`src/rtl/dsa_pkg.sv`:
```
// Shared types and helpers for the digit-serial RV32I ALU.
// op_t    : 4-bit operation code (ADD..EQ always, SLL/SRL/SRA with DSA_SHIFT_EN)
// state_t : sequencer states
// is_cmp / needs_inv : op classification used by the top and the digit slice
package dsa_pkg;

  typedef enum logic [3:0] {
    ADD  = 4'd0,
    SUB  = 4'd1,
    AND  = 4'd2,
    OR   = 4'd3,
    XOR  = 4'd4,
    SLT  = 4'd5,
    SLTU = 4'd6,
    EQ   = 4'd7,
    SLL  = 4'd8,
    SRL  = 4'd9,
    SRA  = 4'd10
  } op_t;

  typedef enum logic [1:0] {
    IDLE = 2'd0,
    RUN  = 2'd1,
    DONE = 2'd2
  } state_t;

  // Ops whose result is the single compare flag
  function automatic logic is_cmp(input op_t op);
    return (op == SLT) || (op == SLTU) || (op == EQ);
  endfunction

  // Ops computed as a + ~b + 1
  function automatic logic needs_inv(input op_t op);
    return (op == SUB) || (op == SLT) || (op == SLTU);
  endfunction

endpackage

```
`src/rtl/dsa_digit.sv`:
```
// One DIGIT_W-bit slice of the ALU datapath (purely combinational).
// Ports:
//   a, b   : operand digits
//   inv_b  : invert b before the adder (subtract / compare)
//   cin    : carry into this digit
//   op     : operation code
//   res    : result digit (0 for EQ and illegal ops)
//   cout   : carry out of this digit
//   eq     : a == b for this digit
module dsa_digit
  import dsa_pkg::*;
#(
  parameter int unsigned DIGIT_W = 4
) (
  input  logic [DIGIT_W-1:0] a,
  input  logic [DIGIT_W-1:0] b,
  input  logic               inv_b,
  input  logic               cin,
  input  op_t                op,
  output logic [DIGIT_W-1:0] res,
  output logic               cout,
  output logic               eq
);

  localparam int unsigned SUM_W = DIGIT_W + 1;

  logic [DIGIT_W-1:0] w_b_eff;
  logic [SUM_W-1:0]   w_sum;

  assign w_b_eff = inv_b ? ~b : b;
  assign w_sum   = {1'b0, a} + {1'b0, w_b_eff} + SUM_W'(cin);
  assign cout    = w_sum[DIGIT_W];
  assign eq      = (a == b);

  // Result digit select
  always_comb begin
    res = '0;
    case (op)
      ADD, SUB, SLT, SLTU: res = w_sum[DIGIT_W-1:0];
      AND:                 res = a & b;
      OR:                  res = a | b;
      XOR:                 res = a ^ b;
      default:             res = '0;
    endcase
  end

endmodule

```
`src/rtl/digit_serial_alu.sv`:
```
// Digit-serial RV32I ALU/compare unit: one DIGIT_W-bit digit per cycle,
// LSB digit first, carry and equality chained through registers.
// Optional feature macro: DSA_SHIFT_EN (enables SLL/SRL/SRA, 1 bit per cycle).
// Ports:
//   clk, rst               : clock, synchronous active-high reset
//   req_valid / req_ready  : request handshake
//   req_op, req_a, req_b   : operation and operands
//   req_shamt              : shift amount (only with DSA_SHIFT_EN)
//   resp_valid / resp_ready: response handshake
//   resp_data, resp_cmp    : result word and compare flag
module digit_serial_alu
  import dsa_pkg::*;
#(
  parameter int unsigned DATA_W  = 32,
  parameter int unsigned DIGIT_W = 4
) (
  input  logic              clk,
  input  logic              rst,
  input  logic              req_valid,
  output logic              req_ready,
  input  op_t               req_op,
  input  logic [DATA_W-1:0] req_a,
  input  logic [DATA_W-1:0] req_b,
  input  logic [4:0]        req_shamt,
  output logic              resp_valid,
  input  logic              resp_ready,
  output logic [DATA_W-1:0] resp_data,
  output logic              resp_cmp
);

  localparam int unsigned NDIG  = DATA_W / DIGIT_W;
  localparam int unsigned CNT_W = ($clog2(NDIG + 1) > 5) ? $clog2(NDIG + 1) : 5;

  if ((DATA_W % DIGIT_W) != 0) begin : g_bad_digit_w
    $error("digit_serial_alu: DIGIT_W must divide DATA_W");
  end

  state_t             r_state;
  op_t                r_op;
  logic [DATA_W-1:0]  r_a;
  logic [DATA_W-1:0]  r_b;
  logic [DATA_W-1:0]  r_res;
  logic               r_carry;
  logic               r_eq;
  logic [CNT_W-1:0]   r_cnt;
  logic               r_req_ready;
  logic               r_resp_valid;
  logic               r_resp_cmp;

  logic [DIGIT_W-1:0] w_dig_a;
  logic [DIGIT_W-1:0] w_dig_b;
  logic [DIGIT_W-1:0] w_dig_res;
  logic               w_cout;
  logic               w_eq;
  logic [DATA_W-1:0]  w_res_full;
  logic               w_cmp_fin;
  logic               w_is_shift;
  logic               w_legal;
  logic               w_shift_last;
  logic [DATA_W-1:0]  w_shift_res;

  assign req_ready  = r_req_ready;
  assign resp_valid = r_resp_valid;
  assign resp_data  = r_res;
  assign resp_cmp   = r_resp_cmp;

  // Operands are shifted right each RUN cycle, so the current digit is always the LSBs
  assign w_dig_a = r_a[DIGIT_W-1:0];
  assign w_dig_b = r_b[DIGIT_W-1:0];

  dsa_digit #(
    .DIGIT_W(DIGIT_W)
  ) u_digit (
    .a    (w_dig_a),
    .b    (w_dig_b),
    .inv_b(needs_inv(r_op)),
    .cin  (r_carry),
    .op   (r_op),
    .res  (w_dig_res),
    .cout (w_cout),
    .eq   (w_eq)
  );

  // Result fills from the top; after NDIG digits every digit sits at its own position
  assign w_res_full = (r_res >> DIGIT_W) | (DATA_W'(w_dig_res) << (DATA_W - DIGIT_W));

  // Final compare flag, valid on the last digit cycle
  always_comb begin
    w_cmp_fin = 1'b0;
    case (r_op)
      SLTU:    w_cmp_fin = ~w_cout;
      SLT:     w_cmp_fin = (w_dig_a[DIGIT_W-1] != w_dig_b[DIGIT_W-1]) ?
                           w_dig_a[DIGIT_W-1] : w_dig_res[DIGIT_W-1];
      EQ:      w_cmp_fin = r_eq & w_eq;
      default: w_cmp_fin = 1'b0;
    endcase
  end

`ifdef DSA_SHIFT_EN
  logic [4:0]        r_shamt;
  logic [DATA_W-1:0] w_shift1;

  always_ff @(posedge clk) begin
    if (rst) begin
      r_shamt <= '0;
    end else if ((r_state == IDLE) && req_valid) begin
      r_shamt <= req_shamt;
    end
  end

  // One-bit shift step
  always_comb begin
    w_shift1 = r_a;
    case (r_op)
      SLL:     w_shift1 = r_a << 1;
      SRL:     w_shift1 = r_a >> 1;
      SRA:     w_shift1 = {r_a[DATA_W-1], r_a[DATA_W-1:1]};
      default: w_shift1 = r_a;
    endcase
  end

  assign w_is_shift   = (r_op == SLL) || (r_op == SRL) || (r_op == SRA);
  // shamt==0 still spends one RUN cycle and passes A through
  assign w_shift_res  = (r_shamt == 5'd0) ? r_a : w_shift1;
  assign w_shift_last = (r_shamt == 5'd0) || (r_cnt == (CNT_W'(r_shamt) - CNT_W'(1)));
`else
  logic w_unused_shamt;
  assign w_unused_shamt = ^req_shamt;
  assign w_is_shift     = 1'b0;
  assign w_shift_res    = '0;
  assign w_shift_last   = 1'b1;
`endif

  assign w_legal = (4'(r_op) <= 4'(EQ)) || w_is_shift;

  // Sequencer, datapath registers and registered handshake outputs
  always_ff @(posedge clk) begin
    if (rst) begin
      r_state      <= IDLE;
      r_op         <= ADD;
      r_a          <= '0;
      r_b          <= '0;
      r_res        <= '0;
      r_carry      <= 1'b0;
      r_eq         <= 1'b1;
      r_cnt        <= '0;
      r_req_ready  <= 1'b1;
      r_resp_valid <= 1'b0;
      r_resp_cmp   <= 1'b0;
    end else begin
      case (r_state)
        IDLE: begin
          if (req_valid) begin
            r_op        <= req_op;
            r_a         <= req_a;
            r_b         <= req_b;
            r_res       <= '0;
            r_carry     <= needs_inv(req_op);
            r_eq        <= 1'b1;
            r_cnt       <= '0;
            r_req_ready <= 1'b0;
            r_state     <= RUN;
          end
        end
        RUN: begin
          r_cnt <= r_cnt + CNT_W'(1);
          if (w_is_shift) begin
            r_a <= w_shift_res;
            if (w_shift_last) begin
              r_res        <= w_shift_res;
              r_resp_cmp   <= 1'b0;
              r_resp_valid <= 1'b1;
              r_state      <= DONE;
            end
          end else begin
            r_a     <= r_a >> DIGIT_W;
            r_b     <= r_b >> DIGIT_W;
            r_carry <= w_cout;
            r_eq    <= r_eq & w_eq;
            r_res   <= w_res_full;
            if (r_cnt == CNT_W'(NDIG - 1)) begin
              if (!w_legal) begin
                r_res      <= '0;
                r_resp_cmp <= 1'b0;
              end else if (is_cmp(r_op)) begin
                r_res      <= DATA_W'(w_cmp_fin);
                r_resp_cmp <= w_cmp_fin;
              end else begin
                r_resp_cmp <= 1'b0;
              end
              r_resp_valid <= 1'b1;
              r_state      <= DONE;
            end
          end
        end
        DONE: begin
          if (resp_ready) begin
            r_resp_valid <= 1'b0;
            r_req_ready  <= 1'b1;
            r_state      <= IDLE;
          end
        end
        default: r_state <= IDLE;
      endcase
    end
  end

endmodule

```
`config.mk`:
```
export PLATFORM = sky130hd
export DESIGN_NAME = digit_serial_alu
export DESIGN_NICKNAME = d
export VERILOG_FILES = /design/src/rtl/dsa_pkg.sv /design/src/rtl/dsa_digit.sv /design/src/rtl/digit_serial_alu.sv
export SDC_FILE = /design/constraint.sdc
export NUM_CORES = 1
export LEC_CHECK = 0
export CORE_MARGIN = 3
export CORE_UTILIZATION = 45
export CTS_CLUSTER_DIAMETER = 200
export DETAILED_ROUTE_END_ITERATION = 6
export DONT_BUFFER_PORTS = 1
export GPL_TIMING_DRIVEN = 0
export SYNTH_ARGS = -nofsm -noshare
export SYNTH_HDL_FRONTEND = slang
export SYNTH_SLANG_ARGS = --single-unit
```
`constraint.sdc`:
```
create_clock -name clk -period 2.45 [get_ports clk]
set_clock_uncertainty 0.1 [all_clocks]
set_input_delay 0.735 -clock clk [delete_from_list [all_inputs] [get_ports clk]]
set_output_delay 0.735 -clock clk [all_outputs]
set_load 0.005 [all_outputs]
```
## After elaboration in Yosys (flattened, before gate mapping)

Cells that the tools add are included.

- RAM bits: 0
- Bits in latches: 0
- Input port bits: 77
- Register bits after elaboration: 112
- ROM bits: 0
- Output and inout port bits: 35
- Logic and storage cells: 89
- Memories kept: 0

- $add $sub $neg: 3
- Multiplexer cells: 31
- Multiply operators: 0
- Eq/ne operators: 18
- Divide/modulo/power cells: 0
- $lt $le $gt $ge: 1
- Bitwise logic cells: 7
- Shifts and indexed selects: 0
- Reduce and logical (&&, ||, !) cells: 18

Operators with widths:

| operator | number |
|---|---|
| two-way mux 32 bit | 6 |
| one-hot mux 32 bit (2 select lines) | 3 |
| bitwise OR 28 x 32 -> 32 bit | 1 |
| equality test 4 x 3 -> 1 bit, second input constant | 6 |
| one-hot mux 4 bit (4 select lines) | 1 |
| one-hot mux 5 bit (2 select lines) | 1 |
| two-way mux 1 bit | 9 |
| AND reduction 3 bit | 3 |
| equality test 4 x 1 -> 1 bit, second input constant | 2 |
| equality test 4 x 2 -> 1 bit, second input constant | 2 |
| one-hot mux 1 bit (2 select lines) | 4 |
| logical OR 1 bit | 6 |
| two-way mux 2 bit | 3 |
| inequality test 2 bit, second input constant | 3 |
| one-hot mux 2 bit (3 select lines) | 1 |
| AND reduction 2 bit | 3 |
| nonzero test 2 bit | 3 |
| adder 4 x 4 -> 5 bit | 1 |
| adder 5 x 1 -> 5 bit | 1 |
| adder 5 x 1 -> 5 bit, second input constant | 1 |
| equality test 5 x 3 -> 1 bit, second input constant | 1 |
| two-way mux 5 bit | 1 |
| bitwise AND 4 bit | 1 |
| equality test 4 bit | 1 |
| 14 further kinds | 14 |

## Longest topological paths before layout

- Depth after elaboration: 13
- Mapped depth: 13
- Depth with buffers taken out: 12

## Modules after synthesis

A second synthesis with hierarchy kept.

- Cell total of the unflattened synthesis: 554
- Area, all modules: 4857.2 um^2

Modules (own cells, without submodules):

| module | instances | sequential area each (um^2) | area each (um^2) | cells an instance |
|---|---|---|---|---|
| digit_serial_alu | 1 | 2242.2 | 4345.4 | 492 |
| dsa_digit | 1 | 0.0 | 511.7 | 62 |

## Worst setup path after synthesis

Ideal clock, no wire load.

- Kind: register to register
- Start: register r_op[0]
- End: register r_res[0], in the netlist resp_data[0]
- Setup slack: -223 ps
- Arrival: 2440 ps
- Buffers on the path: 1
- Cell stages (with the launch flop): 14
- Setup time: 133 ps
- Clock period less this slack: 2673 ps
- Data required time: 2217 ps
- Path through: dfxtp_1 > buf_2 > and2b_1 > mux2i_1 > nor2_1 > xnor2_1 > fa_1 > inv_1 > fa_1 > nand2b_1 > a21oi_1 > o21ai_0 > a22oi_2 > a211oi_2

- Longest elaborated chain between the ends: 13
- Elaborated cells on any way between the ends: 25
- Those cells by class: add/sub (2); order compare (1); eq/ne (7); mux (8); bitwise (1); reduce/logical (6)

RTL lines:

| item | RTL line | RTL |
|---|---|---|
| start, declared | digit_serial_alu.sv:39 | `op_t r_op;` |
| start signal, assigned | digit_serial_alu.sv:154 | `r_op <= req_op;` |
| equality test 4 x 1 -> 1 bit / equality test 4 x 3 -> 1 bit (equally long branches) | dsa_pkg.sv:34, dsa_digit.sv:38, dsa_pkg.sv:29 |  |
| logical OR 1 bit (2 in series) | dsa_pkg.sv:34 | `return (op == SUB) \|\| (op == SLT) \|\| (op == SLTU);` |
| two-way mux 4 bit | dsa_digit.sv:30 | `assign w_b_eff = inv_b ? ~b : b;` |
| adder 4 x 4 -> 5 bit | dsa_digit.sv:31 | `assign w_sum = {1'b0, a} + {1'b0, w_b_eff} + SUM_W'(cin);` |
| adder 5 x 1 -> 5 bit | dsa_digit.sv:31 |  |
| one-hot mux 4 bit (4 select lines) | dsa_digit.sv:38 | `case (op)` |
| two-way mux 1 bit | digit_serial_alu.sv:92 | `SLT: w_cmp_fin = (w_dig_a[DIGIT_W-1] != w_dig_b[DIGIT_W-1]) ?` |
| one-hot mux 1 bit (3 select lines) | digit_serial_alu.sv:90 | `case (r_op)` |
| two-way mux 32 bit | digit_serial_alu.sv:185 | `end else if (is_cmp(r_op)) begin` |
| two-way mux 32 bit * | digit_serial_alu.sv:182 | `if (!w_legal) begin` |
| two-way mux 32 bit * | digit_serial_alu.sv:181 | `if (r_cnt == CNT_W'(NDIG - 1)) begin` |
| one-hot mux 32 bit (2 select lines) * | digit_serial_alu.sv:151 | `case (r_state)` |
| end signal, assigned | digit_serial_alu.sv:170 | `r_res <= w_shift_res;` |
| end signal, assigned | digit_serial_alu.sv:180 | `r_res <= w_res_full;` |
| end signal, assigned | digit_serial_alu.sv:186 | `r_res <= DATA_W'(w_cmp_fin);` |
| end, declared | digit_serial_alu.sv:42 | `logic [DATA_W-1:0] r_res;` |

Every way passes the cells marked *; elsewhere a longest branch is shown, timed or not.
A chain may end at the register's enable or synchronous reset.

## Worst setup path after layout

Ends and elaborated chain as after synthesis.

==> flow_summary.toml <==
[pwr]
power_frac_clock_pct = 30.7
power_density_nw_per_um2 = 693
p_switching_uw = 1040
max-vdd-ir-drop_uv = 351
p_leak_uw = 0.00194
switching_share_pct = 28.2
power_frac_comb_pct = 15.3
p_int_uw = 2650
p_seq_share_pct = 54.0
power.total_uw = 3690

[outcome]
status = "finished, violations left"
violations = "negative setup slack"

[timing]
setup_viol = 3
min_period_ps = 2550
slew_headroom_pct = 59.4
fin_ws_ps = -102
min_period_over_period_pct = 104
worstMarginPinSlew_ps = 610
rsz0062_at_grt = "true"
clock.fmax_ghz = 0.392
drv_slew = 0
hold_viol_final = 0

[clocking]
cts_root_buf = "clkbuf_8"
insertion_delay_ps = 370
cts_buffer_depth = 2
cts_tree = "done"
cts-buffers-inserted = 9
cts_sinks = 112
cts.clk_slew.worst_paths_ps = 100
htreeDepth = 3

[setup_path]
cp-startpoint = "r_op[0]$_SDFFE_PP0P_"
cp_slowest_cell = "fa_2"
crit_buf_inv = 1
r2r_start = "r_op[0]$_SDFFE_PP0P_"
worstPathArrival_ps = 2690
worstPathRequired_ps = 2590
cp_common_cell = "fa_2"
crit_fanout = 3
cp-start-kind = "register"
worst-setup-path-type = "reg2reg"
crit_path_max_incr_delay_ps = 360
end_kind = "register"
crit_chain = "and2b_1, mux2i_1, nor2_2, xnor2_2, fa_2, inv_2, fa_2, nand2b_4, a21oi_4, o21ai_2, a22oi_2, a211oi_2"
crit_family = "adder cells"

[logic_synthesis]
yosys.cell_types.count = 42
yosysSeqAreaShare_pct = 46.9
synthArstFlopShare_pct = 0
synth_ff_type = "dfxtp_1"
synth_nets = 652
yosys_warnings = 0
syn_area_um2 = 4780
syn_area_per_cell_um2 = 8.52
syn_inst = 561
ys_ff_latch = 112
synth_edf_count = 0

[cells_and_area]
final_cell_count_no_fill = 720
fin_nets = 673
syn_to_final_growth_pct = 11.3
postLayoutCellArea_um2 = 5320
antennaDiodeCount = 0
fillers = 957
final_layout_size_suffix_gt1_share_pct = 10.9

[floorplan]
die_area_um2 = 11900
core_area_um2 = 10000
die_y_um = 109
io_pins = 112
start_util_pct = 47.6
row_count = 36
die_width_um = 109

[global_routing]
grt_pass1_wl_um = 19600
grt_start_max_net_pins = 19
grtUsageTotal_pct = 20.7
first_global_vias = 3916
grt_antenna_before_repair = 0
grt_overflow = 0

[routing]
drtPass1Iterations = 5
wl_per_cell_um = 17.3
num_vias = 4164
drt_iter0_markers = 302
drt-total-wl_um = 12500
avgViaCountPerCell = 5.78
drcViolationCount = 0
final_antenna_net_count = 0

[placed_design]
placed_area_um2 = 4970
dp.cells = 694
dp_hpwl_um = 8720
port_buffers = 0
place.gp.congestion = 0.817

[worst_hold_path]
hp-start = "r_b[30]$_SDFFE_PP0P_"
min_path_type = "reg2reg"

[run]
cap_violations = 0
[placed cells by master, fill, tap and decap left out, types with 3 or more instances in the layout]
| master | n |
|---|---|
| a21oi_1 | 77 |
| a22oi_1 | 87 |
| buf_1 | 4 |
| buf_2 | 15 |
| buf_4 | 10 |
| clkbuf_1 | 24 |
| clkbuf_8 | 10 |
| dfxtp_1 | 109 |
| ha_1 | 12 |
| inv_1 | 13 |
| mux2i_1 | 3 |
| nand2_1 | 83 |
| nand2b_1 | 4 |
| nand3_1 | 10 |
| nor2_1 | 57 |
| nor2b_1 | 4 |
| nor3_1 | 3 |
| o21ai_1 | 5 |
| o22ai_1 | 4 |
| xnor2_1 | 3 |
[synth_stat cells (all sizes together) (5+ instances only)]
master | instances | share of area (%)
dfxtp | 112 | 47
a22oi | 88 | 14
nand2 | 83 | 6.5
a21oi | 78 | 8.2
nor2 | 59 | 4.7
clkbuf | 23 | 1.8
buf | 21 | 2.1
inv | 14 | 1.1
ha | 12 | 3.1
nand3 | 10 | 1.0
o21ai | 8 | 0.84
nand2b | 5 | 0.65
[metal layers]
layer / global-route usage (%) / wire length [µm] / vias up
met5: 0 / 0 / -
met4: 4.96 / 112 / 0
li1: - / - / 2033
met1: 27.4 / 5720 / 2008
met2: 34.4 / 5910 / 112
met3: 4.44 / 741 / 11
[power groups by stage]
stage / Combinational (µW) / Sequential (µW) / Clock [µW]
2_1_floorplan: 393 / 2010 / 0
3_5_place_dp: 504 / 2030 / 0
4_1_cts: 534 / 1990 / 1160
5_1_grt: 631 / 2000 / 1240
6_report: 563 / 1990 / 1130
3_3_place_gp: 493 / 2030 / 0
[worst min-delay path, stage by stage, from the launching register on]
cell and delay, ps:
dfxtp_1 330, nand2_1 50, a21oi_1 50
[sequential cells by signal (all words and copies together) (netlist names)]
register,cells
resp_cmp,1
r_carry,1
req_ready,1
r_op,4
r_cnt,5
r_a,32
resp_data,32
r_b,32
resp_valid,1
r_eq,1
r_state,2
[logic make-up (layout without fill, tap and decap cells)]
kind of cell / Yosys count / count (layout) / synth area share, %
AOI/OAI and AO/OA: 193 / 193 / 26.5
and+or+nand+nor: 176 / 176 / 16.1
DFF: 112 / 112 / 46.9
buffers and inverters: 58 / 84 / 5.00
adders and majority gates: 14 / 14 / 3.98
xor gates and xnor gates: 5 / 5 / 0.916
muxes: 3 / 3 / 0.628
[final cells by class]
| type | instances | area [µm²] | area share [%] |
|---|---|---|---|
| Timing Repair Buffer | 11 | 86.3 | 1.62 |
| Clock buffer | 11 | 141 | 2.66 |
| Inverter | 14 | 52.6 | 0.987 |
| Sequential cell | 112 | 2250 | 42.3 |
| Clock inverter | 5 | 63.8 | 1.20 |
| Tap cell | 133 | 166 | 3.13 |
| Buffer | 43 | 188 | 3.53 |
| Multi-Input combinational cell | 391 | 2370 | 44.6 |
[path summary, 6_finish.rpt]
kind                                to  slack [ps]  depth (start not counted)
max          resp_data[0]$_SDFFE_PP0P_        -100                         12
min               r_b[30]$_SDFFE_PP0P_         360                          2
max reg2reg  resp_data[0]$_SDFFE_PP0P_        -100                         12
min reg2reg       r_b[30]$_SDFFE_PP0P_         360                          2
[metrics by stage]
stage	utilization [%]	setup slack (ps)	setup TNS (ps)	hold WS, ps
finish	53.0	-102	-248	363
global route	53.0	-244	-807	373
CTS	52.5	-102	-201	365
detailed placement	49.5	-385	-1270	351
global placement	49.5	-364	-1100	345
floorplan	-	-112	-221	332
[repair_timing]
| action | 4_1_cts | 5_1_grt |
|---|---|---|
| buffers inserted | 8 | 3 |
| pin swaps | 10 | 3 |
| gates resized for setup | 12 | 5 |
| setup endpoints to repair | 6 | 5 |
| hold buffers | 0 | 0 |
Note: power is estimated with default switching activity, not from simulation.
